**config.mk**
```make
export PLATFORM = sky130hd
export DESIGN_NAME = pwm_output_gen
export DESIGN_NICKNAME = d
export VERILOG_FILES = /design/src/rtl/pwm_output_gen.sv
export SDC_FILE = /design/constraint.sdc
export NUM_CORES = 1
export LEC_CHECK = 0
export BUFFER_PORTS_ARGS = -buffer_cell sky130_fd_sc_hd__buf_4
export CAP_MARGIN = 20
export CORE_MARGIN = 5
export CORE_UTILIZATION = 30
export CTS_CLUSTER_DIAMETER = 40
export DETAILED_ROUTE_END_ITERATION = 7
export HOLD_SLACK_MARGIN = 0.03
export PLACE_DENSITY = 0.56
export SYNTH_ARGS = -nofsm -noshare
export SYNTH_HDL_FRONTEND = slang
export SYNTH_SLANG_ARGS = --single-unit
```
**constraint.sdc**
```tcl
create_clock -name clk -period 1.7 [get_ports clk]
set_input_delay 0.17 -clock clk [delete_from_list [all_inputs] [get_ports clk]]
set_output_delay 0.17 -clock clk [all_outputs]
set_load 0.05 [all_outputs]
```
**src/rtl/pwm_output_gen.sv**
```systemverilog
// pwm_output_gen: turns an 8-bit duty word into a 256-tick PWM waveform.
// The applied duty only changes at period boundaries. An optional slew
// limiter ramps the applied duty toward the requested value.
//
// Parameters:
//   PRESCALE  - clk cycles per PWM tick (1..65535)
//   SLEW_STEP - max duty change per slew update (0 = limiter bypassed, <=255)
//   SLEW_DIV  - period boundaries between slew updates (1..255)
// Ports:
//   clk          - system clock
//   reset        - synchronous, active-high reset
//   enable       - run/stop control
//   duty_in      - requested duty (8 bits)
//   pwm_out      - registered PWM output
//   period_start - one-cycle pulse on the first cycle of each period
//   duty_active  - duty currently applied
module pwm_output_gen #(
   parameter int unsigned PRESCALE  = 195,
   parameter int unsigned SLEW_STEP = 0,
   parameter int unsigned SLEW_DIV  = 4
) (
   input  logic       clk,
   input  logic       reset,
   input  logic       enable,
   input  logic [7:0] duty_in,
   output logic       pwm_out,
   output logic       period_start,
   output logic [7:0] duty_active
);

   localparam int unsigned DUTY_W = 8;
   localparam int unsigned PRE_W  = 16;
   localparam int unsigned SLEW_W = DUTY_W + 1;

   localparam logic [PRE_W-1:0]  PRE_LAST  = PRE_W'(PRESCALE - 1);
   localparam logic [DUTY_W-1:0] SDIV_LAST = DUTY_W'(SLEW_DIV - 1);
   localparam logic [DUTY_W-1:0] CNT_LAST  = DUTY_W'(255);
   localparam logic [SLEW_W-1:0] STEP_W9   = SLEW_W'(SLEW_STEP);

   typedef enum logic {
      IDLE = 1'b0,
      RUN  = 1'b1
   } state_t;

   state_t              state_q;
   state_t              state_d;
   logic [DUTY_W-1:0]   duty_q;
   logic [PRE_W-1:0]    pre_cnt;
   logic [PRE_W-1:0]    pre_cnt_d;
   logic [DUTY_W-1:0]   cnt;
   logic [DUTY_W-1:0]   cnt_d;
   logic [DUTY_W-1:0]   slew_cnt;
   logic [DUTY_W-1:0]   slew_cnt_d;
   logic [DUTY_W-1:0]   duty_active_d;
   logic                pwm_d;
   logic                period_start_d;

   logic                tick;
   logic                boundary;
   logic                slew_due;
   logic [SLEW_W-1:0]   req_w9;
   logic [SLEW_W-1:0]   up_sum;
   logic [SLEW_W-1:0]   dn_diff;
   logic [DUTY_W-1:0]   slew_val;

   // Tick / boundary detection
   assign tick     = (pre_cnt == PRE_LAST);
   assign boundary = tick && (cnt == CNT_LAST);
   assign slew_due = (slew_cnt == SDIV_LAST);

   // Slew candidate: 9-bit math so the step can neither wrap nor overshoot
   always_comb begin
      req_w9   = {1'b0, duty_q};
      up_sum   = {1'b0, duty_active} + STEP_W9;
      dn_diff  = {1'b0, duty_active} - STEP_W9;
      slew_val = duty_active;
      if (duty_q > duty_active) begin
         slew_val = (up_sum > req_w9) ? duty_q : up_sum[DUTY_W-1:0];
      end else if (duty_q < duty_active) begin
         // bit 8 set means the subtraction borrowed past zero
         slew_val = (dn_diff[DUTY_W] || (dn_diff < req_w9)) ? duty_q : dn_diff[DUTY_W-1:0];
      end
   end

   // Next-state and registered-output logic
   always_comb begin
      state_d        = state_q;
      pre_cnt_d      = pre_cnt;
      cnt_d          = cnt;
      slew_cnt_d     = slew_cnt;
      duty_active_d  = duty_active;
      pwm_d          = 1'b0;
      period_start_d = 1'b0;

      case (state_q)
         IDLE: begin
            pre_cnt_d     = '0;
            cnt_d         = '0;
            slew_cnt_d    = '0;
            duty_active_d = '0;
            if (enable) begin
               state_d        = RUN;
               period_start_d = 1'b1;
               duty_active_d  = (SLEW_STEP == 0) ? duty_q : '0;
            end
         end

         RUN: begin
            if (!enable) begin
               // Stop wins over a coincident boundary
               state_d       = IDLE;
               pre_cnt_d     = '0;
               cnt_d         = '0;
               slew_cnt_d    = '0;
               duty_active_d = '0;
            end else begin
               pwm_d     = (cnt < duty_active);
               pre_cnt_d = tick ? '0 : pre_cnt + PRE_W'(1);
               if (tick) begin
                  cnt_d = cnt + DUTY_W'(1);
               end
               if (boundary) begin
                  period_start_d = 1'b1;
                  if (SLEW_STEP == 0) begin
                     duty_active_d = duty_q;
                  end else if (slew_due) begin
                     slew_cnt_d    = '0;
                     duty_active_d = slew_val;
                  end else begin
                     slew_cnt_d = slew_cnt + DUTY_W'(1);
                  end
               end
            end
         end

         default: begin
            state_d = IDLE;
         end
      endcase
   end

   // State and datapath registers
   always_ff @(posedge clk) begin
      if (reset) begin
         state_q      <= IDLE;
         duty_q       <= '0;
         pre_cnt      <= '0;
         cnt          <= '0;
         slew_cnt     <= '0;
         duty_active  <= '0;
         pwm_out      <= 1'b0;
         period_start <= 1'b0;
      end else begin
         state_q      <= state_d;
         duty_q       <= duty_in;
         pre_cnt      <= pre_cnt_d;
         cnt          <= cnt_d;
         slew_cnt     <= slew_cnt_d;
         duty_active  <= duty_active_d;
         pwm_out      <= pwm_d;
         period_start <= period_start_d;
      end
   end

endmodule

```
**Word level (Yosys, flattened, before mapping)**

Index checks and enable logic that the tools add are counted.
W data, S select, Z words.

- Register bits: 43
- Latch bits: 0
- RAM bits: 0
- ROM bits: 0
- Input bits: 11
- Output and inout bits: 10
- Word-level logic and storage cells: 32
- Memories: 0

- Add/subtract/negate cells: 2
- Multiply operators: 0
- Divide/modulo/power cells: 0
- Order comparisons: 1
- Equal/unequal tests: 4
- Shift-type cells: 0
- Muxes and demuxes: 14
- Bitwise logic cells: 2
- Reduce and logical (&&, ||, !) cells: 2

Operators with widths:

| operator | count |
|---|---|
| $mux W8 | 5 |
| $mux W16 | 2 |
| $pmux W16 S2 | 1 |
| $pmux W8 S2 | 2 |
| $add A16 B1 Y16 const B | 1 |
| $eq A16 B8 Y1 const B | 1 |
| $add A8 B1 Y8 const B | 1 |
| $eq A8 B8 Y1 const B | 1 |
| $lt A8 B8 Y1 | 1 |
| $ne A3 B2 Y1 const B | 2 |
| $mux W1 | 3 |
| $reduce_or A3 Y1 | 1 |
| $not A1 Y1 | 2 |
| $pmux W1 S2 | 1 |
| $logic_and A1 B1 Y1 | 1 |

**Longest topological paths before layout**

- Word-level depth: 5
- Depth in mapped cells: 8
- Depth with buffers taken out: 6

**Worst setup path before layout**

No wires, ideal clock.

- Path type: register to register
- From: reg duty_active[5]
- To: reg pwm_out
- Setup time: 0.070 ns
- Arrival time: 1.734 ns
- Required time: 1.630 ns
- Path slack: -0.104 ns
- Cell stages (with the launch flop): 7
- Buffers on the path: 0
- Clock period less this slack: 1.804 ns
- Cells stage by stage: dfxtp_1 inv_1 ha_1 a21o_1 a21o_1 a211o_1 a21oi_1

- Cells in the longest elaborated chain, start to end: 1

Ends and longest elaborated chain:

| what | RTL line | RTL |
|---|---|---|
| from (decl) | 28 | `output logic [7:0] duty_active` |
| from (signal assigned) | 159 | `duty_active <= duty_active_d;` |
| $lt A8 B8 Y1 | 117 | `pwm_d = (cnt < duty_active);` |
| to (signal assigned) | 160 | `pwm_out <= pwm_d;` |
| to (decl) | 26 | `output logic pwm_out,` |

No other way between the ends.
A chain may end at the register's enable or synchronous reset.

**Worst setup path after layout**

- From: reg pre_cnt[0]
- To: reg cnt[5]

- Cells in the longest elaborated chain, start to end: 2

Ends and longest elaborated chain:

| what | RTL line | RTL |
|---|---|---|
| from (decl) | 48 | `logic [PRE_W-1:0] pre_cnt;` |
| from (signal assigned) | 156 | `pre_cnt <= pre_cnt_d;` |
| $eq A16 B8 Y1 | 67 | `assign tick = (pre_cnt == PRE_LAST);` |
| $ne A3 B2 Y1 (no line) | -- |  |
| to (signal assigned) | 157 | `cnt <= cnt_d;` |
| to (decl) | 50 | `logic [DUTY_W-1:0] cnt;` |

No other way between the ends.

==> out/qor.txt <==
row count -> 30
Post-synth EDFFs -> 0
vias in the first global route -> 1631
dpl cells -> 353
largest net degree at the start of global routing -> 19
sequence of cells on the critical path -> inv_1 -> ha_1 -> nor3b_4 -> nand4_1 -> buf_6 -> or4_1 -> o211ai_1
Top Family by Delay on Critical Path -> simple AND/OR/NAND/NOR gates
P per Cell Area -> 762 nW/um^2
via/cell ratio -> 4.88
grt ovf -> 0
asr flop ratio synth -> 0
CP peak stage delay -> 0.50 ns
Place WS -> -0.0201 ns
Critical path buffers and inverters -> 2
CP arrival -> 1.84 ns
Synth top area share -> 0.417
Reg clk slew, reported paths -> 0.09 ns
Placed Instance Area -> 2490 um^2
Total Power -> 2010 uW
Min-Delay Path Class -> primary input to flop
share of layout cells above drive strength 1 -> 0.242
post-synth top area cell -> dfxtp_1
Tmin final -> 1.62 ns
die width -> 92.9 um
cell area after synthesis -> 2060 um^2
Port Buffer Count -> 20
Die ar. -> 8630 um^2
ys flop type -> dfxtp_1
Clock Skew -> 0.00731 ns
Period Utilization, post-route -> 0.951
Clock Latency Late Sink -> 0.30 ns
Seq cells post-synth -> 43
Area Overhead vs Synth -> 27.7%
H-Tree Depth -> 2
Worst VDD drop -> 0.363 mV
crit start category -> flop
nets@finish -> 301
Pins Over Slew Limit -> 0
Final Hold Viols -> 0
DP HPWL -> 3320 um
clock root cell -> clkbuf_8
Unique masters post-synth -> 38
most frequent cells after synthesis -> 43 x dfxtp_1, 28 x nand2_1, 22 x nor2_1, 12 x nand3_1, 11 x inv_1
RSZ-0062 raised after global routing -> yes
fillcell total -> 692
initial drt markers -> 51
crit path kind -> flop to flop
initial antenna violation count -> 0
Die Y-Extent -> 92.9 um
vias -> 1763
CTS tree -> done
TritonCTS Buffers -> 5
overall global routing resource usage -> 0.110
wire length per cell -> 12.3 um
final wirelength -> 4450 um
P_leak -> 0.000987 uW
highest net fanout along the worst path -> 11
Max transition margin -> 0.760
syn avg cell area -> 8.77 um^2
CP required -> 1.93 ns
critical path endpoint category -> flop
maxcap violations -> 0
cells after synthesis -> 235
Antenna Nets Post-Route -> 0
Final GP Congestion -> 0.734
final instance count without filler cells -> 361
Post-CTS Setup Bufs -> 0
drc violations -> 0
most common cell in the synthesized netlist -> dfxtp_1
synth top area cells -> dfxtp_1 42%, ha_1 6.1%, nand2_1 5.1%, nor2_1 4.0%, a32oi_1 3.4%
outcome -> finished clean
Ant. Diodes -> 0
setup ws final -> 0.0830 ns
Longest Clk Path Bufs -> 2
maximum achievable frequency -> 618 MHz
register area share after synthesis -> 0.417
core area -> 6760 um^2
I/O pin count -> 21
DRT Pass-1 Iters -> 4
first-pass GRT wire length -> 7600 um
CTS sink count -> 43
starting density of the core -> 0.305
post-synthesis net count -> 256
fin area -> 2630 um^2
Synth warnings -> 0
Setup violations, final -> 0
Slew @ Worst Pin -> 0.357 ns
crit path max-delay cell type -> or4_1
metrics by stage:
stage	TNS (ns)	util	hold WS [ns]
after CTS	0	0.387	0.0685
final	0	0.390	0.0757
after detailed placement	-0.0379	0.369	0.387
after floorplan	0	-	0.242
after global routing	-0.0104	0.390	0.0783
after global placement	0	0.369	0.382
final timing paths:
check,startpoint,endpoint,slack (ns),cells after the start
setup / recovery,pre_cnt[0]$_SDFF_PP0_,cnt[5]$_SDFFE_PP0P_,0.08,7
setup reg to reg,pre_cnt[0]$_SDFF_PP0_,cnt[5]$_SDFFE_PP0P_,0.08,7
hold / removal,duty_in[6],duty_q[6]$_SDFF_PP0_,0.08,2
hold reg to reg,duty_q[5]$_SDFF_PP0_,duty_active[5]$_SDFFE_PP0P_,0.48,2
sequential cells by signal, indices dropped and copies added, names as in the netlist:
| register | flops |
|---|---|
| pre_cnt | 16 |
| duty_active | 8 |
| cnt | 8 |
| duty_q | 8 |
| period_start | 1 |
| state_q | 1 |
| pwm_out | 1 |
cells in the final DEF, fill, tap and decap left out, types with 2 or more instances in the layout:
cell and count:
o311ai_1 5, nor2b_1 8, xnor2_1 7, a211o_1 2, nor4_1 4, a32oi_1 8
o211ai_1 2, buf_4 45, ha_1 9, a21o_1 3, clkbuf_8 6, nand2_1 28
nor2_1 22, o311ai_0 4, xor2_1 8, nand4_1 9, inv_1 11, buf_6 2
and4_1 3, or3_1 4, nor4_2 2, nor3_1 8, nand3_1 12, a21oi_1 2
dfxtp_2 4, or4_1 4, dfxtp_1 39, and3_1 3, nand2b_1 2
kinds of logic after synthesis:
| family | count (synthesis) | synth area share |
|---|---|---|
| AOI/OAI and AO/OA | 30 | 0.122 |
| xor gates and xnor gates | 15 | 0.0637 |
| adders and majority gates | 10 | 0.0607 |
| buffers and inverters | 23 | 0.0455 |
| DFF | 43 | 0.417 |
| muxes | 1 | 0.00485 |
| and+or+nand+nor | 113 | 0.286 |
power by group:
| group | switching [uW] | leakage (uW) | total [uW] | internal [uW] |
|---|---|---|---|---|
| registers | 10.8 | 0.000352 | 1040 | 1030 |
| clock network | 364 | 0.0000612 | 840 | 476 |
| logic | 75.6 | 0.000574 | 131 | 55.1 |
| total | 450 | 0.000987 | 2010 | 1560 |
area by class of cell:
cell class / instances / area, um^2 / share of cell area
Timing Repair Buffer: 48 / 380 / 0.144
Sequential cell: 43 / 866 / 0.329
Clock inverter: 2 / 35.0 / 0.0133
Tap cell: 80 / 100 / 0.0380
Multi-Input combinational cell: 169 / 1120 / 0.426
Inverter: 13 / 48.8 / 0.0185
Clock buffer: 6 / 82.6 / 0.0314
what timing repair did:
action,CTS,global route
hold buffers,0,0
resized for setup,1,11
endpoints found under the setup margin,3,11
pin swaps,0,0
per-layer routing:
layer	share of wire	vias to the layer above	GRT usage
met2	0.44	19	0.166
met4	0.017	0	0.0476
met3	0.028	4	0.0260
met5	0	-	0
met1	0.52	799	0.149
li1	-	941	-
Note: power is estimated with default switching activity, not from simulation.
